[config.mk]
export PLATFORM = sky130hd
export DESIGN_NAME = load_store_unit
export DESIGN_NICKNAME = d
export VERILOG_FILES = /design/src/rtl/load_store_unit.sv
export SDC_FILE = /design/constraint.sdc
export NUM_CORES = 1
export LEC_CHECK = 0
export ABC_CLOCK_PERIOD_IN_PS = 3050
export BUFFER_PORTS_ARGS = -buffer_cell sky130_fd_sc_hd__clkbuf_2
export CORE_UTILIZATION = 51
export DETAILED_ROUTE_END_ITERATION = 8
export PLACE_DENSITY = 0.81
export SKIP_CTS_REPAIR_TIMING = 1
export SLEW_MARGIN = 15
export SYNTH_ARGS = -nofsm -noshare
export SYNTH_HDL_FRONTEND = slang
export SYNTH_SLANG_ARGS = --single-unit
[constraint.sdc]
create_clock -name clk -period 3.05 [get_ports clk]
set_clock_uncertainty 0.2 [all_clocks]
set_input_delay 0.61 -clock clk [delete_from_list [all_inputs] [get_ports clk]]
set_output_delay 0.61 -clock clk [all_outputs]
set_load 0.01 [all_outputs]
[src/rtl/load_store_unit.sv]
// RV32I load/store unit: sizes, sign-extends and aligns byte/halfword/word accesses
// onto a word-wide data memory, using read-modify-write for sub-word stores.
module load_store_unit #(
    parameter int unsigned DATA_WIDTH = 32,
    parameter int unsigned ADDR_WIDTH = 32
) (
    input  logic                  clk,
    input  logic                  rst_n,
    input  logic                  req_valid,
    output logic                  req_ready,
    input  logic                  is_store,
    input  logic [2:0]            funct3,
    input  logic [ADDR_WIDTH-1:0] addr,
    input  logic [DATA_WIDTH-1:0] store_data,
    output logic                  resp_valid,
    output logic [DATA_WIDTH-1:0] load_data,
    output logic                  resp_err,
    output logic                  mem_wr_en,
    output logic [ADDR_WIDTH-1:0] mem_addr,
    output logic [DATA_WIDTH-1:0] mem_wr_data,
    input  logic [DATA_WIDTH-1:0] mem_rd_data
);

    typedef enum logic [1:0] {IDLE, READ, WRITE, RESP} state_t;

    state_t                state;
    logic                  is_store_q;
    logic [2:0]            funct3_q;
    logic [1:0]            off_q;
    logic [DATA_WIDTH-1:0] store_data_q;

    logic                  req_err_c;
    logic [4:0]            shamt_c;
    logic [DATA_WIDTH-1:0] lane_c;
    logic [DATA_WIDTH-1:0] load_ext_c;
    logic [DATA_WIDTH-1:0] lane_mask_c;
    logic [DATA_WIDTH-1:0] merged_c;

    // Request legality: bad funct3, misalignment, or unsigned-size store
    always_comb begin
        req_err_c = 1'b0;
        case (funct3)
            3'b011, 3'b110, 3'b111: req_err_c = 1'b1;
            3'b001, 3'b101:         req_err_c = addr[0];
            3'b010:                 req_err_c = (addr[1:0] != 2'b00);
            default:                req_err_c = 1'b0;
        endcase
        if (is_store && funct3[2]) req_err_c = 1'b1;
    end

    // Lane extraction for loads and lane merge for sub-word stores
    always_comb begin
        shamt_c     = funct3_q[0] ? {off_q[1], 4'b0000} : {off_q, 3'b000};
        lane_c      = mem_rd_data >> shamt_c;
        lane_mask_c = funct3_q[0] ? DATA_WIDTH'(16'hFFFF) : DATA_WIDTH'(8'hFF);
        merged_c    = (mem_rd_data & ~(lane_mask_c << shamt_c)) |
                      ((store_data_q & lane_mask_c) << shamt_c);
        case (funct3_q)
            3'b000:  load_ext_c = {{(DATA_WIDTH-8){lane_c[7]}}, lane_c[7:0]};
            3'b001:  load_ext_c = {{(DATA_WIDTH-16){lane_c[15]}}, lane_c[15:0]};
            3'b100:  load_ext_c = {{(DATA_WIDTH-8){1'b0}}, lane_c[7:0]};
            3'b101:  load_ext_c = {{(DATA_WIDTH-16){1'b0}}, lane_c[15:0]};
            default: load_ext_c = lane_c;
        endcase
    end

    always_ff @(posedge clk or negedge rst_n) begin
        if (!rst_n) begin
            state        <= IDLE;
            is_store_q   <= 1'b0;
            funct3_q     <= 3'b000;
            off_q        <= 2'b00;
            store_data_q <= '0;
            req_ready    <= 1'b1;
            resp_valid   <= 1'b0;
            resp_err     <= 1'b0;
            load_data    <= '0;
            mem_wr_en    <= 1'b0;
            mem_addr     <= '0;
            mem_wr_data  <= '0;
        end else begin
            resp_valid <= 1'b0;
            mem_wr_en  <= 1'b0;
            case (state)
                IDLE: begin
                    if (req_valid) begin
                        is_store_q   <= is_store;
                        funct3_q     <= funct3;
                        off_q        <= addr[1:0];
                        store_data_q <= store_data;
                        req_ready    <= 1'b0;
                        mem_addr     <= {addr[ADDR_WIDTH-1:2], 2'b00};
                        if (req_err_c) begin
                            state      <= RESP;
                            resp_valid <= 1'b1;
                            resp_err   <= 1'b1;
                            load_data  <= '0;
                        end else if (is_store && funct3 == 3'b010) begin
                            state       <= WRITE;
                            mem_wr_en   <= 1'b1;
                            mem_wr_data <= store_data;
                        end else begin
                            state <= READ;
                        end
                    end
                end
                READ: begin
                    if (is_store_q) begin
                        state       <= WRITE;
                        mem_wr_en   <= 1'b1;
                        mem_wr_data <= merged_c;
                    end else begin
                        state      <= RESP;
                        resp_valid <= 1'b1;
                        resp_err   <= 1'b0;
                        load_data  <= load_ext_c;
                    end
                end
                WRITE: begin
                    state      <= RESP;
                    resp_valid <= 1'b1;
                    resp_err   <= 1'b0;
                    load_data  <= '0;
                end
                default: begin
                    state     <= IDLE;
                    req_ready <= 1'b1;
                    mem_addr  <= '0;
                end
            endcase
        end
    end

endmodule

Yosys cells after proc, flatten, opt, wreduce, memory -nomap -nowiden
Cells that the tools add are included.
{ "classes": {"eq_ne": 17, "shift": 3, "muxes": 36, "bitwise_logic": 5, "n_reduce_logical": 14} }
{ "op_table": {"columns": ["op", "count"], "rows": [
  ["32-bit two-way mux", 8],
  ["32-bit case mux with 2 select lines", 2],
  ["32-bit case mux with 4 select lines", 1],
  ["32-bit case mux with 3 select lines", 1],
  ["32-bit by 16-bit AND with 32-bit output", 1],
  ["32-bit AND", 1],
  ["32-bit NOT", 1],
  ["32-bit OR", 1],
  ["16-bit by 5-bit << shifter with 32-bit output", 1],
  ["32-bit by 5-bit << shifter with 32-bit output", 1],
  ["32-bit by 5-bit >> shifter with 32-bit output", 1],
  ["16-bit two-way mux", 1],
  ["3-bit equality test (second input constant)", 5],
  ["1-bit two-way mux", 13],
  ["2-bit != test (second input constant)", 6],
  ["1-bit case mux with 3 select lines", 3],
  ["3-bit by 1-bit equality test with 1-bit output (second input constant)", 2],
  ["3-bit by 2-bit equality test with 1-bit output (second input constant)", 2],
  ["2-bit two-way mux", 3],
  ["2-bit case mux with 3 select lines", 1],
  ["5-bit AND reduction", 1],
  ["4-bit two-way mux", 1],
  ["1-bit case mux with 2 select lines", 2],
  ["2-bit AND reduction", 2],
  ["11 further kinds", 14]
]} }
{ "totals": {"regBits": 140, "inputBits": 103, "output_inout_bits": 100, "wordCells": 87} }

Longest topological paths before layout
{ "logic_depth": {"word_depth": 7, "ltp_mapped": 9, "mapped_depth_nobuf": 7} }

Worst setup path after synthesis
OpenSTA, ideal clock, no wires.
{ "synth_path": {"kind": "input -> register", "start": "input funct3[0]", "end": "register mem_wr_data[22]", "setup_time_ns": 0.125, "arrival_time_ns": 1.984, "required_ns": 2.725, "setup_slack_ns": 0.741, "cell_stages": 6, "n_path_buf": 1, "cell_sequence": "nor2_1 nand4_1 a2bb2oi_2 nor2_1 buf_2 mux2_2"} }
{ "synth_between": {"elab_chain_len": 6, "word_cells_on_any_way": 14, "classes_between": "eq/ne (8); mux (2); reduce/logical (4)"} }
{ "synth_rtl": {"columns": ["element", "line", "text"], "rows": [
  ["from (decl)", "12", "input logic [2:0] funct3,"],
  ["3-bit by 2-bit equality test with 1-bit output, or another cell as far along", "42", "case (funct3)"],
  ["3-bit OR reduction or 2-bit OR reduction (tied branches)", "42", null],
  ["1-bit case mux with 3 select lines", "42", null],
  ["1-bit two-way mux", "48", "if (is_store && funct3[2]) req_err_c = 1'b1;"],
  ["2-bit != test (no source line)", null, null],
  ["5-bit AND reduction (no source line) *", null, null],
  ["to (signal assigned)", "101", "mem_wr_data <= store_data;"],
  ["to (signal assigned)", "111", "mem_wr_data <= merged_c;"],
  ["to (decl)", "20", "output logic [DATA_WIDTH-1:0] mem_wr_data,"]
]} }
Every way passes the cells marked *; elsewhere a longest branch is shown, timed or not.
A chain may end at the register's enable or synchronous reset.

Worst setup path after layout
{ "layout_path": {"start": "register state[0]", "end": "register load_data[20]"} }
{ "layout_between": {"elab_chain_len": 3, "word_cells_on_any_way": 9, "classes_between": "eq/ne (5); mux (1); reduce/logical (3)"} }
{ "layout_rtl": {"columns": ["element", "line", "text"], "rows": [
  ["from (decl)", "26", "state_t state;"],
  ["from (signal assigned)", "69", "state <= IDLE;"],
  ["from (signal assigned)", "94", "state <= RESP;"],
  ["from (signal assigned)", "99", "state <= WRITE;"],
  ["2-bit by 1-bit equality test with 1-bit output, or another cell as far along", "84", "case (state)"],
  ["2-bit != test (no source line) or 3-bit nonzero test (tied branches)", null, null],
  ["4-bit AND reduction (no source line)", null, null],
  ["to (signal assigned)", "116", "load_data <= load_ext_c;"],
  ["to (decl)", "16", "output logic [DATA_WIDTH-1:0] load_data,"]
]} }
Several ways; a longest one is shown, not always the timed one.

==> results <==
- The met1 wire length is 7210 microns.
- The flow ran to the end, and the final reports show no timing, DRC or antenna violations.
- After layout, the minimum clock period comes to 2.77 ns.
- The number of clock buffers added by TritonCTS is 17.
- The final critical-path setup slack is ~0.28 ns.
- The global-route usage over all layers is 28.2%.
- The total core area is around 11000 sq um.
- The leakage dissipation is 3.86 nW.
- From synthesis to final layout, the design area changed by 28.5%.
- Of all nets on the critical path, the largest fanout is 16.
- After Yosys synthesis, and, or, nand and nor cells account for 9.06% of the synthesized area.
- The highest routing layer actually used is met4.
- The synthesized design contains roughly 120 register bits.
- Using the TritonRoute via totals, the vias-per-cell ratio works out to 5.75.
- For the worst-skew pair, the clock arrives at the later sink with an insertion delay of roughly 0.42 ns.
- Port buffering added 200 buffers.
- The ratio of final minimum period to clock period is 90.7%.
- The type of element launching the critical path is a flop.
- Each instance of the synthesized netlist takes up on average 10.5 sq um.
- The number of DRC violations after detailed-routing iteration 0 is 377.
- The data required time of the critical path is 3.20 ns.
- The worst register-to-register path has a setup slack of 0.28 ns.
- The number of antenna-violating nets in the routed design is 0.
- The worst-case headroom to the max-slew limit is 55.1%.
- The completed layout was analyzed and its total power is 8.97 mW.
- Power spread over the standard cell area amounts to between 1000 and 1500 nW/um^2.
- The clock transition at the register clock pins on the worst setup and hold paths after CTS is 0.06 ns.
- Counting every sink on the clock net gives about 120.
- The maximum buffer depth of the clock tree is 2.
- The count of flip-flops with a built-in enable after synthesis is 0.
- After legalization and detailed placement, the total HPWL measured 12100 microns.
- Summing over every cut layer, the via total after detailed routing is 5235.
- During I/O placement, the number of pins put on the boundary was 203.
- The number of remaining DRC errors is 0.
- In the final layout, the share of cells above drive strength 1 is 38.9%.
- The routed design uses roughly 8000 microns of met2 wire.
- The first-pass GRT wire length is 24900 microns.
- The count of endpoints failing hold in the final timing report is 0.
- The final weighted congestion of routability-driven global placement is 0.877.
- The number of nets in the layout is between 800 and 900.
- The data arrival at the endpoint of the critical path is 2.92 ns.
- In the synthesized netlist, the number of instances is 566.
- Yosys printed 0 warnings.
- The critical path class is flop to flop.
- The count of final max-slew check failures is 0.
- The initial antenna violation count came to 0.
- Setup repair after global routing left no endpoint under its margin.
- The footprint of the multi-input gates is 2680 sq um.
- The share of the yosys chip area belonging to registers is 51.4%.
- The summed instance area of the synthesized netlist is 5940 sq um.
- The initial cell density of the core is between 50% and 60%.
- Summing the areas of all compound-gate instances in the mapped netlist gives 20.3% of the synthesized area.
- After synthesis, the share of flip-flops with an asynchronous set or reset is 100%.
- The cell sitting at the root of the clock tree is a sky130_fd_sc_hd__clkbuf_16.
- Dividing the detail-routed wire length by the instance count gives 18.5 microns.
- The synthesized-area fraction occupied by adder cells is 0.843%.
- The count of max-cap constraint violations is 0.
- Measured along the y axis, the die boundary spans 110 microns.
- TritonCTS built the clock tree.
- The floorplan has 39 rows.
- After detailed routing, the total wire length is 16800 microns.
- The area of all placed cells without fillers is ~7600 sq um.
- The count of H-tree levels built during CTS is 4.
- The area enclosed by the die boundary is about 12000 sq um.
- STA classifies the critical path endpoint as a flop.
- The post-route setup TNS is 0 ns.
- The pre-antenna-repair detailed-routing pass consisted of 5 iterations.
- The top flip-flop cell by instance count after synthesis is sky130_fd_sc_hd__dfrtp_1.
- The largest individual stage delay along the critical path comes from the cell sky130_fd_sc_hd__nor2_2.
- OpenSTA, run right after detailed placement, puts the worst setup slack at 0.386 ns.
- The global route total overflow is 0.
- Walking the worst path, the cells encountered are inv_1 -> ha_1 -> nand2_1 -> o31ai_1 -> nand2_1 -> nor2_2 -> a22o_1.
- The fraction of synthesized area in multiplexers is 14.6%.
- The upper clock frequency limit is 362 MHz.
- The tightest hold path in the finished design has a slack of 0.0625 ns.
- The cell type with the highest occurrence count on the critical path is sky130_fd_sc_hd__nand2_1.
- The via count of the first global-routing pass is 4800.
- By area, the combinational part of the netlist is dominated by compound AO/OA/AOI/OAI gates.
- Summing the areas of all xor and xnor instances in the mapped netlist gives 0% of the synthesized area.
- The placed instances occupy a cell area of slightly above 7000 sq um.
- The startpoint of the worst-slack reg-to-reg timing path is state[0]$_DFFE_PN0N_.
- In this run the critical register-to-register path is captured at load_data[20]$_DFFE_PN0P_.
- For the pin with the worst max-slew slack, the measured transition is 0.673 ns.
- The maximum vdd ir drop is 0.729 mV.
- The routed design uses around 1100 microns of met3 wire.
- Setup violations remaining at the end of the flow were counted as 0.
- The worst register-to-register path has a depth of 7.
- In this run, distinct cell masters in the synthesized netlist total 38.
- The pin count of the biggest net entering global routing is between 100 and 150.
- The largest single stage delay on the critical path is 0.62 ns.
- The class of the tightest hold or removal check is primary input to async pin.
- The die is 110 microns wide.
- The number of fill cells is between 800 and 900.
- The repair_antennas step left the layout with diodes totalling 0.
- Summing all flip-flop and latch instances after layout gives 3050 sq um.
[metal layers]
layer,vias to the layer above,GRT usage (%)
met5,-,0
met1,2537,37.7
li1,2439,-
met4,0,11.8
met3,41,6.82
met2,218,43.9
[how the worst max path moves through the flow]
stage / from / endpoint / depth (start not counted) / slack (ns)
final: state[0]$_DFFE_PN0N_ / load_data[20]$_DFFE_PN0P_ / 7 / 0.28
after global routing: state[0]$_DFFE_PN0N_ / load_data[27]$_DFFE_PN0P_ / 7 / 0.10
after CTS: state[0]$_DFFE_PN0N_ / load_data[20]$_DFFE_PN0P_ / 7 / 0.36
after global placement: req_valid / load_data[28]$_DFFE_PN0P_ / 6 / 0.53
after detailed placement: state[0]$_DFFE_PN0N_ / load_data[30]$_DFFE_PN0P_ / 7 / 0.39
after floorplan: funct3[0] / mem_wr_data[22]$_DFFE_PN0P_ / 6 / 0.74
[state kept, by name, summed over array words and instances, names as in the netlist, 2 cells and up]
name          cells
funct3_q          3
store_data_q     16
load_data        32
mem_wr_data      32
state             2
off_q             2
mem_addr         30
[per-stage QoR]
step,utilization [%],std cells
after CTS,67.1,910
after detailed placement,62.0,878
after floorplan,-,567
after global placement,62.0,878
final,67.1,910
after global routing,67.1,910
[worst max-delay path, delay by kind of cell, from the launching register on]
| family | cells | cell delay [ns] |
|---|---|---|
| compound gates | 2 | 0.57 |
| fa+ha+maj | 1 | 0.29 |
| buf+inv | 1 | 0.12 |
| flops | 1 | 0.43 |
| simple gates | 3 | 1.08 |
[cells in the mapped netlist, types with 6 or more instances]
cell type	count	share of area, %
sky130_fd_sc_hd__a22oi_1	8	1.0
sky130_fd_sc_hd__a221oi_1	8	1.2
sky130_fd_sc_hd__clkbuf_1	32	2.0
sky130_fd_sc_hd__mux2_2	45	8.5
sky130_fd_sc_hd__a21boi_0	8	1.0
sky130_fd_sc_hd__dfrtp_1	121	51
sky130_fd_sc_hd__a22o_1	53	7.8
sky130_fd_sc_hd__nand3_1	8	0.67
sky130_fd_sc_hd__inv_1	6	0.38
sky130_fd_sc_hd__o41ai_1	8	1.2
sky130_fd_sc_hd__o21ai_0	54	4.6
sky130_fd_sc_hd__mux2i_1	34	5.7
sky130_fd_sc_hd__a21oi_1	26	2.2
sky130_fd_sc_hd__nor2_1	43	2.7
sky130_fd_sc_hd__nand2_1	70	4.4
[cells by family (layout without fill, tap and decap cells)]
group,Yosys count,count (layout)
muxes,80,80
other,1,2
buffers and inverters,52,252
DFF,122,122
and+or+nand+nor,133,133
adders and majority gates,4,4
AOI/OAI and AO/OA,174,174
[power by group]
| part | total [mW] | switching (mW) | internal [mW] |
|---|---|---|---|
| Combinational | 4.11 | 2.35 | 1.75 |
| Sequential | 2.91 | 0.562 | 2.35 |
| Clock | 1.95 | 0.695 | 1.26 |
[cells in the final DEF (no fill, tap or decap), types with 2 or more instances in the layout]
cell / instances
sky130_fd_sc_hd__dfrtp_1: 121
sky130_fd_sc_hd__ha_1: 3
sky130_fd_sc_hd__conb_1: 2
sky130_fd_sc_hd__bufinv_16: 2
sky130_fd_sc_hd__nor2_1: 41
sky130_fd_sc_hd__buf_4: 13
sky130_fd_sc_hd__clkbuf_8: 3
sky130_fd_sc_hd__a22oi_1: 8
sky130_fd_sc_hd__or2_2: 2
sky130_fd_sc_hd__nand2_1: 70
sky130_fd_sc_hd__mux2i_1: 34
sky130_fd_sc_hd__o31ai_1: 2
sky130_fd_sc_hd__nand2b_1: 2
sky130_fd_sc_hd__nor3_1: 2
sky130_fd_sc_hd__o41ai_1: 8
sky130_fd_sc_hd__o21ai_0: 54
sky130_fd_sc_hd__nor2_2: 4
sky130_fd_sc_hd__a21boi_0: 8
sky130_fd_sc_hd__clkbuf_1: 4
sky130_fd_sc_hd__inv_1: 6
sky130_fd_sc_hd__clkbuf_2: 199
sky130_fd_sc_hd__clkbuf_16: 17
sky130_fd_sc_hd__a221oi_1: 8
sky130_fd_sc_hd__a21oi_1: 26
sky130_fd_sc_hd__a22o_1: 53
sky130_fd_sc_hd__mux2_2: 45
sky130_fd_sc_hd__clkinv_2: 5
sky130_fd_sc_hd__a311oi_1: 2
sky130_fd_sc_hd__nand3_1: 8
[cell type report]
type,count,area share (%)
Sequential cell,122,40.0
Clock inverter,8,1.21
Inverter,7,0.344
Multi-Input combinational cell,393,35.1
Timing Repair Buffer,213,14.6
Clock buffer,24,6.32
Tap cell,143,2.35
No activity file was read; power rests on OpenSTA's default activity.
